File: src/rtl/approx_add_pipe.sv
// approx_add_pipe: pipelined lower-part-OR approximate adder with a
// run-time approximation depth and an on-chip accuracy monitor.
//
// For depth k the low k result bits are A|B, the carry into bit k is
// A[k-1]&B[k-1], and the upper bits are an exact add. k=0 is exact.
// A shadow exact adder gives |exact-approx| per beat. That value travels
// with the beat and feeds the statistics when the result is transferred.
//
// Ports:
//   clk, rst_n              clock, asynchronous active-low reset
//   in_valid/in_ready       operand handshake (in_a, in_b, in_k)
//   out_valid/out_ready     result handshake (out_sum, out_err)
//   stat_clr                synchronous clear of all statistics
//   stat_samples            results transferred (saturating)
//   stat_errors             transferred results with out_err=1 (saturating)
//   stat_max_err            largest |exact-approx| seen
//   stat_sum_err            sum of |exact-approx| (saturating)
module approx_add_pipe #(
  parameter int WIDTH      = 8,
  parameter int MAX_APPROX = 4,
  parameter int STAGES     = 2,
  parameter int CNT_W      = 32,
  parameter int ACC_W      = 40,
  localparam int KW        = (MAX_APPROX > 0) ? $clog2(MAX_APPROX + 1) : 1
) (
  input  logic               clk,
  input  logic               rst_n,
  input  logic               in_valid,
  output logic               in_ready,
  input  logic [WIDTH-1:0]   in_a,
  input  logic [WIDTH-1:0]   in_b,
  input  logic [KW-1:0]      in_k,
  output logic               out_valid,
  input  logic               out_ready,
  output logic [WIDTH:0]     out_sum,
  output logic               out_err,
  input  logic               stat_clr,
  output logic [CNT_W-1:0]   stat_samples,
  output logic [CNT_W-1:0]   stat_errors,
  output logic [WIDTH:0]     stat_max_err,
  output logic [ACC_W-1:0]   stat_sum_err
);

  localparam int SW   = WIDTH + 1;
  localparam int AW1  = ACC_W + 1;
  localparam int LAST = STAGES - 1;

  // Low k bits are OR-ed; the upper part is an exact add with the carry-in
  // guessed from bit k-1. Masking keeps the two halves disjoint, so the
  // final merge is a plain OR.
  function automatic logic [SW-1:0] approx_sum(input logic [WIDTH-1:0] a,
                                               input logic [WIDTH-1:0] b,
                                               input int k);
    logic [WIDTH-1:0] lo_mask;
    logic [SW-1:0]    hi;
    logic             c;
    lo_mask = '0;
    c       = 1'b0;
    for (int i = 0; i < WIDTH; i++) begin
      if (i < k)     lo_mask[i] = 1'b1;
      if (i == k - 1) c = a[i] & b[i];
    end
    hi = {1'b0, a & ~lo_mask} + {1'b0, b & ~lo_mask} + (SW'(c) << k);
    return hi | {1'b0, (a | b) & lo_mask};
  endfunction

  // The approximation can over- or under-shoot, so order the operands
  // instead of relying on a signed subtract.
  function automatic logic [SW-1:0] abs_diff(input logic [SW-1:0] x,
                                             input logic [SW-1:0] y);
    return (x >= y) ? (x - y) : (y - x);
  endfunction

  function automatic logic [CNT_W-1:0] sat_inc(input logic [CNT_W-1:0] c);
    return (&c) ? c : c + CNT_W'(1);
  endfunction

  function automatic logic [ACC_W-1:0] sat_acc(input logic [ACC_W-1:0] acc,
                                               input logic [SW-1:0] e);
    logic [AW1-1:0] t;
    t = {1'b0, acc} + AW1'(e);
    return t[ACC_W] ? '1 : t[ACC_W-1:0];
  endfunction

  logic [KW-1:0] k_eff;
  logic [SW-1:0] sum_c;
  logic [SW-1:0] exact_c;
  logic [SW-1:0] err_c;

  always_comb begin
    k_eff   = (in_k > KW'(MAX_APPROX)) ? KW'(MAX_APPROX) : in_k;
    sum_c   = approx_sum(in_a, in_b, int'(k_eff));
    exact_c = {1'b0, in_a} + {1'b0, in_b};
    err_c   = abs_diff(exact_c, sum_c);
  end

  logic          vld_p   [STAGES];
  logic [SW-1:0] sum_p   [STAGES];
  logic [SW-1:0] err_p   [STAGES];
  logic          en      [STAGES];
  logic          src_vld [STAGES];
  logic [SW-1:0] src_sum [STAGES];
  logic [SW-1:0] src_err [STAGES];

  for (genvar g = 0; g < STAGES; g++) begin : g_src
    if (g == 0) begin : g_first
      assign src_vld[g] = in_valid;
      assign src_sum[g] = sum_c;
      assign src_err[g] = err_c;
    end else begin : g_next
      assign src_vld[g] = vld_p[g-1];
      assign src_sum[g] = sum_p[g-1];
      assign src_err[g] = err_p[g-1];
    end
  end

  // A stage loads when empty or when its contents move on this cycle; the
  // chain is evaluated from the output back so a full pipeline streams.
  always_comb begin
    logic rdy;
    en  = '{default: 1'b0};
    rdy = out_ready;
    for (int i = STAGES - 1; i >= 0; i--) begin
      en[i] = !vld_p[i] || rdy;
      rdy   = en[i];
    end
  end

  assign in_ready = en[0];

  // ---- stage 0 captures the finished result; later stages only delay it ----
  always_ff @(posedge clk or negedge rst_n) begin
    if (!rst_n) begin
      for (int i = 0; i < STAGES; i++) vld_p[i] <= 1'b0;
    end else begin
      for (int i = 0; i < STAGES; i++) begin
        if (en[i]) vld_p[i] <= src_vld[i];
      end
    end
  end

  always_ff @(posedge clk) begin
    for (int i = 0; i < STAGES; i++) begin
      if (en[i]) begin
        sum_p[i] <= src_sum[i];
        err_p[i] <= src_err[i];
      end
    end
  end

  // ---- output stage ----
  // Data registers carry no reset; qualifying with valid makes the outputs
  // read zero out of reset and while idle.
  assign out_valid = vld_p[LAST];
  assign out_sum   = vld_p[LAST] ? sum_p[LAST] : '0;
  assign out_err   = vld_p[LAST] && (err_p[LAST] != '0);

  logic xfer;
  assign xfer = vld_p[LAST] && out_ready;

  always_ff @(posedge clk or negedge rst_n) begin
    if (!rst_n) begin
      stat_samples <= '0;
      stat_errors  <= '0;
      stat_max_err <= '0;
      stat_sum_err <= '0;
    end else if (stat_clr) begin
      stat_samples <= '0;
      stat_errors  <= '0;
      stat_max_err <= '0;
      stat_sum_err <= '0;
    end else if (xfer) begin
      stat_samples <= sat_inc(stat_samples);
      if (out_err) stat_errors <= sat_inc(stat_errors);
      if (err_p[LAST] > stat_max_err) stat_max_err <= err_p[LAST];
      stat_sum_err <= sat_acc(stat_sum_err, err_p[LAST]);
    end
  end

endmodule

File: config.mk
export PLATFORM = sky130hd
export DESIGN_NAME = approx_add_pipe
export DESIGN_NICKNAME = d
export VERILOG_FILES = /design/src/rtl/approx_add_pipe.sv
export SDC_FILE = /design/constraint.sdc
export NUM_CORES = 1
export LEC_CHECK = 0
export CORE_AREA = 8 8 117 162
export DETAILED_ROUTE_END_ITERATION = 8
export DIE_AREA = 0 0 125 170
export DONT_BUFFER_PORTS = 1
export PLACE_DENSITY_LB_ADDON = 0.15
export SLEW_MARGIN = 10
export SYNTH_ARGS = -nofsm -noshare
export SYNTH_HDL_FRONTEND = slang
export SYNTH_SLANG_ARGS = --single-unit
File: constraint.sdc
create_clock -name clk -period 3 [get_ports clk]
set_clock_uncertainty 0.2 [all_clocks]
set_input_delay 0.15 -clock clk [delete_from_list [all_inputs] [get_ports clk]]
set_output_delay 0.15 -clock clk [all_outputs]
set_load 0.05 [all_outputs]
==> results of run 1 <==
## layer usage
metal,up-vias,GRT usage [%],part of all wire [%]
met1,4057,23.8,35
met2,238,46.1,55
met5,-,0,0
li1,4012,-,-
met3,47,7.39,7.6
met4,0,9.99,2.6
## power by group
group	internal, W	leakage [nW]	switching (W)
Combinational	0.00118	3.21	0.00151
Sequential	0.00239	1.94	0.000133
Clock	0.00120	0.283	0.000890
Total	0.00477	5.43	0.00253
## timing repair
item	4_1_cts	5_1_grt
buffers inserted	5	5
hold buffers	6	0
hold endpoints to repair	209	0
endpoints found under the setup margin	11	32
gates resized for setup	16	16
pin swaps	20	11
## critical path, cell delays in order
cell	delay, ns
ha_4	0.12
nand3_2	0.07
fa_1	0.56
inv_1	0.05
ha_1	0.26
a21o_1	0.17
a21oi_2	0.19
o21ai_2	0.09
o41ai_2	0.23
xnor2_1	0.20
inv_1	0.11
ha_4	0.25
a21oi_2	0.14
o31ai_2	0.09
a31o_2	0.23
a41o_4	0.30
mux2i_2	0.17
xor2_1	0.14
## cell families (layout without fill, tap and decap cells)
family	after synthesis	count (layout)	synth area share, %
other cells	2	4	0.0796
flops	151	151	42.0
compound gates	189	189	13.2
xor+xnor	74	74	6.87
simple gates	390	390	21.2
mux	18	18	1.94
buf+inv	103	317	4.24
fa+ha+maj	72	72	10.6
## per-stage QoR
stage                     util [%]  std cells  total power [W]  instance area, µm²
after floorplan                  -       1001          0.00423                9630
after global placement        67.9       1371          0.00491               11200
after detailed placement      67.9       1371          0.00499               11200
after CTS                     72.5       1413          0.00724               12000
after global routing          73.2       1418          0.00767               12100
final                         73.2       1418          0.00730               12100
## area by class of cell
class / instances / area [µm²]
clock buffers: 20 / 458
fillers: 1262 / 4430
flip-flops and latches: 151 / 3960
multi-input cells: 747 / 5380
inverters: 69 / 259
clock inverters: 12 / 115
repair buffers: 216 / 1680
well taps: 203 / 254
## worst max path at each step
stage	startpoint	endpoint	slack, ns	depth (start not counted)
global placement	in_k[0]	err_p[0][6]	-1.14	20
floorplan	in_k[1]	err_p[0][1]	-0.93	18
finish	in_a[1]	err_p[0][5]	-0.56	18
detailed placement	in_k[2]	err_p[0][8]	-1.25	20
CTS	in_k[1]	err_p[0][1]	-0.54	17
global route	in_a[1]	err_p[0][4]	-0.74	18
## layout by cell type, fill, tap and decap left out, drive strengths merged, types with 8 or more instances in the layout
master	Yosys	routed
buf	4	212
dfrtp	115	115
nor2	89	89
inv	69	74
nand2	68	68
ha	59	59
a21oi	50	50
nand3	49	49
xor2	46	46
nor3	45	45
o21ai	40	40
edfxtp	36	36
nand4	30	30
xnor2	28	28
a31oi	22	22
clkbuf	30	20
and2	19	19
or3	19	19
nor4	18	18
and3	16	16
mux2i	16	16
fa	13	13
and4	12	12
a211oi	10	10
a21o	9	9
o21a	9	9
nand2b	8	8
## registers in the layout (all words and copies together) (netlist names)
| register | cells |
|---|---|
| sum_p | 18 |
| stat_sum_err | 40 |
| src_vld | 1 |
| stat_max_err | 9 |
| stat_samples | 32 |
| stat_errors | 32 |
| err_p | 18 |
| out_valid | 1 |
==> summary.md, run 1 <==
| Metric | Value |
|---|---|
| H-tree depth | 4 |
| Hold depth | 3 |
| Die height | approximately 170 µm |
| First-pass GRT wire length | 41.4 mm |
| Max FO, Critical Path | 7 |
| CORE AREA | 16,500 µm² |
| Critical R2R Capture | stat_sum_err[27] |
| Final setup viols | 8 |
| Relative slew slack | 29.6% |
| Worst-Margin Slew | ~1.1 ns |
| Post-synth ARST share | 76.2% |
| IO buf count | 0 |
| CTS tree | done |
| Post-synthesis sequential area ratio | a little over two fifths |
| Tightest hold margin | between 0.015 and 0.02 ns |
| Seq cells post-synth | 151 |
| Worst EP arrival | approximately 3.5 ns |
| Drc violations | 0 |
| Setup slack after layout | -0.558 ns |
| Die Width | 125 µm |
| Ys flop type | dfrtp_1 |
| # nets final | 1,298 |
| Synth warn | 0 |
| Setup slack at placement | -1.25 ns |
| Synth cell types | 64 |
| Initial antenna violation count | 0 |
| Critical path class | in2reg |
| Fin. Hold Viols | 0 |
| Period utilization | 119% |
| DR WL/cell | 18.3 µm |
| Count leader, synth | dfrtp_1 |
| FF-to-FF setup slack | 0.17 ns |
| Detailed Place HPWL | 19.1 mm |
| Crit end category | register |
| HP Class | in2reg |
| Synth top area cells | dfrtp_1, edfxtp_1, ha_1 |
| Num ports | 149 |
| Clk Latency, worst-skew pair | between 0.4 and 0.5 ns |
| WL final | 26.0 mm |
| RSZ-0062 raised after global routing | yes |
| Slew Limit Fails | 0 |
| Max_cap viols | 0 |
| Via count | between 8,000 and 9,000 |
| Area grow syn2layout | 28.3% |
| DRT antenna net count | 0 |
| Hold Path End | sum_p[0][0] |
| Drt via density | 5.89 |
| First-pass DRT Iterations | 8 |
| Power Dens Cells | 603 nW/µm² |
| CTS root buf | clkbuf_16 |
| Die ar. | 21,300 µm² |
| CP Launch Type | input port |
| Sink Count | between 150 and 200 |
| CTS Buf Count | 17 |
| GR Util All Layers | 24.2% |
| Reg-to-Reg Start | err_p[0][9] |
| Pleak | 5.43 nW |
| Synthesized instance count | 999 |
| Status | finished, violations left |
| Synth area leader | dfrtp_1 |
| Syn Area/Cell | 9.45 µm² |
| Rows | 56 |
| Violated checks | setup timing |
| Maximum root-to-sink buffer count | 2 |
| Largest net degree at the start of global routing | between 100 and 150 |
| Mapped cell area | 9440 µm² |
| Yosys top cell area share | 30.5% |
| ANT cells | 0 |
| Period minus WS final | 3.56 ns |
| Fmax | 281 MHz |
| Peak supply drop | 0.000411 V |
| Final GP Congestion | 0.875 |
| Share of layout cells above drive strength 1 | 24.6% |
| Vias in the first global route | 8,390 |
| Grt total ovfl | 0 |
| EDFF count, synth | 36 |
| Cells on worst reg2reg path | 10 |
| Reg clk slew, reported paths | 0.06 ns |
| Initial DRC Count | 441 |
| CP required | 2.96 ns |
| Setup tns final | -4.23 ns |
| Post-synth top cells | dfrtp_1, nor2_1, inv_1, nand2_1, ha_1 |
| Hold path startpoint | in_b[0] |
| Initial Utilization | 57.1% |
Power figures use the tool's default switching activity.
==> run 2: changes to the inputs <==
--- a/config.mk
+++ b/config.mk
@@ -9,7 +9,8 @@
 export DETAILED_ROUTE_END_ITERATION = 8
 export DIE_AREA = 0 0 125 170
 export DONT_BUFFER_PORTS = 1
-export PLACE_DENSITY_LB_ADDON = 0.15
+export PLACE_DENSITY = 0.76
+export SKIP_LAST_GASP = 1
 export SLEW_MARGIN = 10
 export SYNTH_ARGS = -nofsm -noshare
 export SYNTH_HDL_FRONTEND = slang
==> summary.md, run 2 (synthesis gave the netlist of run 1 again) <==
| Metric | Value |
|---|---|
| Status | finished, violations left |
| Violated checks | setup timing |
| Top reg by flops | stat_sum_err |
| Max_cap viols | 0 (unchanged) |
| Area grow syn2layout | 28.0% |
| Max FO, Critical Path | 7 (unchanged) |
| Cell Chain, Critical Path | nor3_4 -> nand2_2 -> fa_2 -> inv_1 -> ha_4 -> inv_2 -> fa_2 -> nor2b_2 -> o21ai_1 -> nand2b_1 -> a21o_1 -> a21o_1 -> xor2_2 -> ha_4 -> nand2_1 -> o31ai_2 -> a31o_2 -> a41o_4 -> mux2i_2 -> xor2_1 |
| First-pass GRT wire length | 42.4 mm (+2.3%) |
| CP required | 2.96 ns (about the same) |
| Power Dens Cells | 599 nW/µm² (-0.74%) |
| Top sig layer | met4 |
| Number of flip-flops in the largest register | 40 (unchanged) |
| Critical path class | in2reg |
| Rows | 56 (unchanged) |
| Die height | 170 µm (unchanged) |
| DRT antenna net count | 0 (unchanged) |
| Reg clk slew, reported paths | 0.06 ns (about the same) |
| RSZ-0062 raised after global routing | yes |
| Clk Latency, worst-skew pair | 0.42 ns (about the same) |
| Slew Limit Fails | 0 (unchanged) |
| WL final | 26.6 mm (+2.2%) |
| DR WL/cell | 18.8 µm (+2.3%) |
| Initial antenna violation count | 0 (unchanged) |
| GR Util All Layers | 24.7% (+0.57 points) |
| Drc violations | 0 (unchanged) |
| WL met3 | 2.02 mm (+1.8%) |
| ANT cells | 0 (unchanged) |
| CORE AREA | 16,500 µm² (unchanged) |
| Pwr Total | 0.00724 W (-0.95%) |
| Delay-heaviest family, CP | adder cells |
| Filler Cell Count | 1,190 (-5.7%) |
| Setup slack after layout | -0.589 ns (-0.0310 ns) |
| Period minus WS final | 3.59 ns (+0.0310 ns) |
| Tightest hold margin | 0.0246 ns (+0.00769 ns) |
| Die Width | 125 µm (unchanged) |
| Final GP Congestion | 0.899 (+2.7%) |
| Maximum root-to-sink buffer count | 2 (unchanged) |
| Slowest stage delay, CP | 0.37 ns (-0.19 ns) |
| Setup tns final | -4.31 ns (-0.0857 ns) |
| Period utilization | 120% (+1.0 points) |
| CTS tree | done |
| Drt via density | 6.00 (+1.9%) |
| Commonest non-fill, non-tap cell in the layout | buf_4 |
| Fin. Hold Viols | 0 (unchanged) |
| Largest net degree at the start of global routing | 116 (unchanged) |
| Vias in the first global route | 8,675 (+3.4%) |
| DR WL met2 | 14.2 mm (about the same) |
| H-tree depth | 4 (unchanged) |
| CTS root buf | clkbuf_16 |
| Peak supply drop | 0.000408 V (-0.72%) |
| Worst-Margin Slew | 0.925 ns (-0.130 ns) |
| Initial DRC Count | 583 (+32%) |
| Most frequent cells in the layout | buf_4, dfrtp_1, nor2_1, inv_1, nand2_1 |
| HP Class | in2reg |
| Detailed Place HPWL | 19.5 mm (+1.9%) |
| Critical path buffers and inverters | 2 (unchanged) |
| Cell area after layout | 12,100 µm² (-0.22%) |
| Fmax | 279 MHz (-0.86%) |
| Worst EP arrival | 3.55 ns (+0.03 ns) |
| CP Launch Type | input port |
| M1 wire length | 9.12 mm (about the same) |
| IO buf count | 0 (unchanged) |
| Slowest CP cell | fa_2 |
| CTS Buf Count | 17 (unchanged) |
| First-pass DRT Iterations | 5 (-3) |
| DP Area | 11,200 µm² (+0.20%) |
| Biggest regs | stat_sum_err: 40 flops, stat_errors: 32 flops, stat_samples: 32 flops |
| Die ar. | 21,300 µm² (unchanged) |
| Layout Cells excl Fill | 1,416 (-0.14%) |
| Sink Count | 151 (unchanged) |
| # nets final | 1,296 (-0.15%) |
| Via count | 8,499 (+1.7%) |
| Grt total ovfl | 0 (unchanged) |
| Relative slew slack | 38.3% (+8.7 points) |
| Placed insts | 1,374 (+0.22%) |
| Initial Utilization | 57.1% (unchanged) |
| Final setup viols | 8 (unchanged) |
| Share of layout cells above drive strength 1 | 24.6% (-0.042 points) |
| Pleak | 5.36 nW (-1.3%) |
| Crit end category | register |
| Num ports | 149 (unchanged) |
[run 2: cell count changes in the layout (fill, tap and decap cells not counted), sizes merged]
cell,previous run,this run
buf,212,210
bufinv,1,0
clkbuf,20,18
clkinv,5,4
clkinvlp,1,3
inv,74,76
[run 2: cell type report]
| cell class | instances | area [µm²] | share of cell area (%) |
|---|---|---|---|
| clock inverters | 14 | 114 | 0.943 |
| multi-input cells | 747 | 5400 | 44.7 |
| inverters | 69 | 259 | 2.14 |
| flip-flops and latches | 151 | 3960 | 32.8 |
| well taps | 203 | 254 | 2.10 |
| clock buffers | 18 | 439 | 3.64 |
| repair buffers | 214 | 1660 | 13.7 |
[run 2: worst paths after layout]
path	startpoint	end	slack, ns	depth (start not counted)
max	in_k[1]	err_p[0][5]	-0.59	20
min reg2reg	sum_p[0][5]	sum_p[0][14]	0.22	0
max in group asynchronous	rst_n	stat_sum_err[1]	1.96	2
min	stat_clr	stat_errors[13]	0.02	3
min in group asynchronous	rst_n	stat_errors[1]	0.12	2
max reg2reg	err_p[0][9]	stat_errors[19]	0.17	8
[run 2: where the power goes]
part	switching (W)	internal (W)
clock network	0.000916	0.00110
logic	0.00155	0.00116
registers	0.000118	0.00239
[run 2: timing repair]
action / 4_1_cts / 5_1_grt
hold buffers: 6 / 0
pin swaps: 23 / 9
endpoints found under the setup margin: 9 / 23
buffers inserted: 3 / 1
gates cloned: 0 / 0
resized for setup: 15 / 14
hold endpoints to repair: 211 / 0
[run 2: worst register-to-register path, delay by kind of cell (launching register included)]
family / cells / cell delay (ns)
simple gates: 2 / 0.39
compound gates: 4 / 1.40
flops: 1 / 0.41
buf+inv: 2 / 0.36
[run 2: metrics by stage]
stage	worst slack (ns)	utilization, %
2_1_floorplan	-0.926	-
3_3_place_gp	-1.10	68.0
3_5_place_dp	-1.21	68.0
4_1_cts	-0.537	72.5
5_1_grt	-0.765	73.0
6_report	-0.589	73.0
[run 2: routing by layer]
layer | vias up | global-route usage, %
met3 | 92 | 6.92
met4 | 0 | 15.0
met1 | 4068 | 24.0
met2 | 342 | 46.0
met5 | - | 0
li1 | 3997 | -
==> run 3: changes to the inputs <==
--- a/config.mk
+++ b/config.mk
@@ -10,6 +10,7 @@
 export DIE_AREA = 0 0 125 170
 export DONT_BUFFER_PORTS = 1
 export PLACE_DENSITY = 0.76
+export REMOVE_ABC_BUFFERS = 1
 export SKIP_LAST_GASP = 1
 export SLEW_MARGIN = 10
 export SYNTH_ARGS = -nofsm -noshare
==> summary.md, run 3 (synthesis gave the netlist of run 1 again) <==
| Metric | Value |
|---|---|
| Status | finished, violations left |
| Violated checks | setup timing |
| Final Core Density | 72.8% (-0.29 points) |
| Most frequent cells in the layout | buf_4, dfrtp_1, nor2_1, inv_1, nand2_1 |
| IO buf count | 0 (unchanged) |
| First-pass GRT wire length | 42.5 mm (+0.34%) |
| Fin. Hold Viols | 0 (unchanged) |
| Commonest non-fill, non-tap cell in the layout | buf_4 |
| Peak supply drop | 0.000363 V (-11%) |
| Top reg by flops | stat_sum_err |
| DR WL/cell | 18.5 µm (-1.4%) |
| Drc violations | 0 (unchanged) |
| FF-to-FF setup slack | 0.07 ns (-0.10 ns) |
| Grt total ovfl | 0 (unchanged) |
| Critical path class | in2reg |
| Die height | 170 µm (unchanged) |
| # nets final | 1,298 (+0.15%) |
| Via count | 8,509 (+0.12%) |
| Max FO, Critical Path | 7 (unchanged) |
| Cells on worst reg2reg path | 10 (+2) |
| Reg clk slew, reported paths | 0.06 ns (about the same) |
| Maximum root-to-sink buffer count | 2 (unchanged) |
| Initial DRC Count | 484 (-17%) |
| Detailed Place HPWL | 19.0 mm (-2.6%) |
| Crit path to | err_p[0][3] |
| Filler Cell Count | 1,241 (+4.3%) |
| RSZ-0062 raised after global routing | yes |
| Pleak | 5.41 nW (+0.88%) |
| Rows | 56 (unchanged) |
| DRT antenna net count | 0 (unchanged) |
| Drt via density | 6.00 (about the same) |
| Critical path startpoint | in_k[2] |
| HP Class | in2reg |
| WL final | 26.2 mm (-1.3%) |
| ANT cells | 0 (unchanged) |
| Reg-to-Reg Start | err_p[0][17] |
| Die ar. | 21,300 µm² (unchanged) |
| CORE AREA | 16,500 µm² (unchanged) |
| CP required | 2.96 ns (about the same) |
| Largest net degree at the start of global routing | 116 (unchanged) |
| CTS tree | done |
| Die Width | 125 µm (unchanged) |
| Crit end category | register |
| Number of flip-flops in the largest register | 40 (unchanged) |
| Worst-Margin Slew | 0.959 ns (+0.0340 ns) |
| Biggest regs | stat_sum_err: 40 flops, stat_errors: 32 flops, stat_samples: 32 flops |
| Critical R2R Capture | stat_sum_err[22] |
| Initial Utilization | 57.1% (unchanged) |
| Sink Count | 151 (unchanged) |
| Setup slack at placement | -1.52 ns (-0.311 ns) |
| Num ports | 149 (unchanged) |
| GR Util All Layers | 24.7% (about the same) |
| Area grow syn2layout | 27.5% |
| Relative slew slack | 35.9% (-2.5 points) |
| Initial antenna violation count | 0 (unchanged) |
| Final setup viols | 8 (unchanged) |
| Setup slack after layout | -0.629 ns (-0.0397 ns) |
| Vias in the first global route | 8,855 (+2.1%) |
| CTS Buf Count | 17 (unchanged) |
| First-pass DRT Iterations | 5 (unchanged) |
| Max_cap viols | 0 (unchanged) |
| Period utilization | 121% (+1.3 points) |
| Period minus WS final | 3.63 ns (+0.0397 ns) |
| H-tree depth | 4 (unchanged) |
| CP Launch Type | input port |
| Power Dens Cells | 604 nW/µm² (+0.81%) |
| Slew Limit Fails | 0 (unchanged) |
| Fmax | 276 MHz (-1.1%) |
| Share of layout cells above drive strength 1 | 23.7% (-0.86 points) |
| Setup tns final | -4.63 ns (-0.318 ns) |
| Final GP Congestion | 0.905 (+0.75%) |
| Clk Latency, worst-skew pair | 0.43 ns (about the same) |
| CTS root buf | clkbuf_16 |
| Worst EP arrival | 3.59 ns (+0.04 ns) |
-- run 3: area by class of cell --
| class | count | area (µm²) | area share (%) |
|---|---|---|---|
| multi-input combinational | 747 | 5300 | 44.0 |
| timing repair buffer | 216 | 1680 | 13.9 |
| sequential | 151 | 3960 | 32.9 |
| clock inverter | 11 | 113 | 0.936 |
| clock buffer | 21 | 472 | 3.92 |
| tap | 203 | 254 | 2.11 |
| inverter | 69 | 259 | 2.15 |
-- run 3: timing repair --
action                     4_1_cts  5_1_grt
cloned                           0        0
pin swaps                       18       10
hold endpoints to repair       211        0
setup endpoints to repair       11       23
gates resized for setup         26       23
buffers inserted                 2        2
hold buffers                     7        0
-- run 3: power by group --
group / internal [W] / switching [W] / leakage [nW]
logic: 0.00114 / 0.00151 / 3.18
registers: 0.00239 / 0.000122 / 1.94
clock network: 0.00123 / 0.000876 / 0.284
total: 0.00476 / 0.00251 / 5.41
-- run 3: worst min-delay path by stage --
| stage | slack, ns | end | cells after the start | startpoint |
|---|---|---|---|---|
| 2_1_floorplan | -0.35 | out_valid | 0 | rst_n |
| 3_3_place_gp | -0.34 | stat_errors[31] | 0 | rst_n |
| 3_5_place_dp | -0.34 | stat_errors[30] | 0 | rst_n |
| 4_1_cts | 0.02 | stat_sum_err[21] | 3 | out_ready |
| 5_1_grt | 0.07 | stat_sum_err[21] | 3 | out_ready |
| 6_report | 0.04 | stat_samples[5] | 5 | stat_clr |
-- run 3: worst max-delay path, stage by stage --
cell and delay, ns:
nor2_4 0.14, nand2_2 0.07, fa_1 0.54, inv_1 0.05, ha_2 0.18, buf_4 0.12
a21o_1 0.18, a21oi_2 0.16, o21ai_2 0.08, or2_2 0.29, xnor2_2 0.14, ha_1 0.31
nand4_1 0.12, o31ai_2 0.34, a31o_2 0.17, a41o_4 0.17, mux2i_2 0.25, xnor2_1 0.11
-- run 3: routing by layer --
metal  global-route usage [%]  up-vias  share of wire (%)  wire length (µm)
met5                        0        -                  0                 0
li1                         -     4007                  -                 -
met4                     12.2        0                3.6               940
met3                     8.17       76                7.4              1930
met1                     24.3     4132                 36              9340
met2                     45.8      294                 53             14000
-- run 3: metrics by stage --
stage | instances | hold WS, ns | instance area, µm² | total power (W)
detailed placement | 1375 | -0.342 | 11100 | 0.00490
global route | 1418 | 0.0662 | 12000 | 0.00764
CTS | 1416 | 0.0233 | 11900 | 0.00718
global placement | 1375 | -0.342 | 11100 | 0.00481
finish | 1418 | 0.0354 | 12000 | 0.00727
floorplan | 967 | -0.346 | 9300 | 0.00409
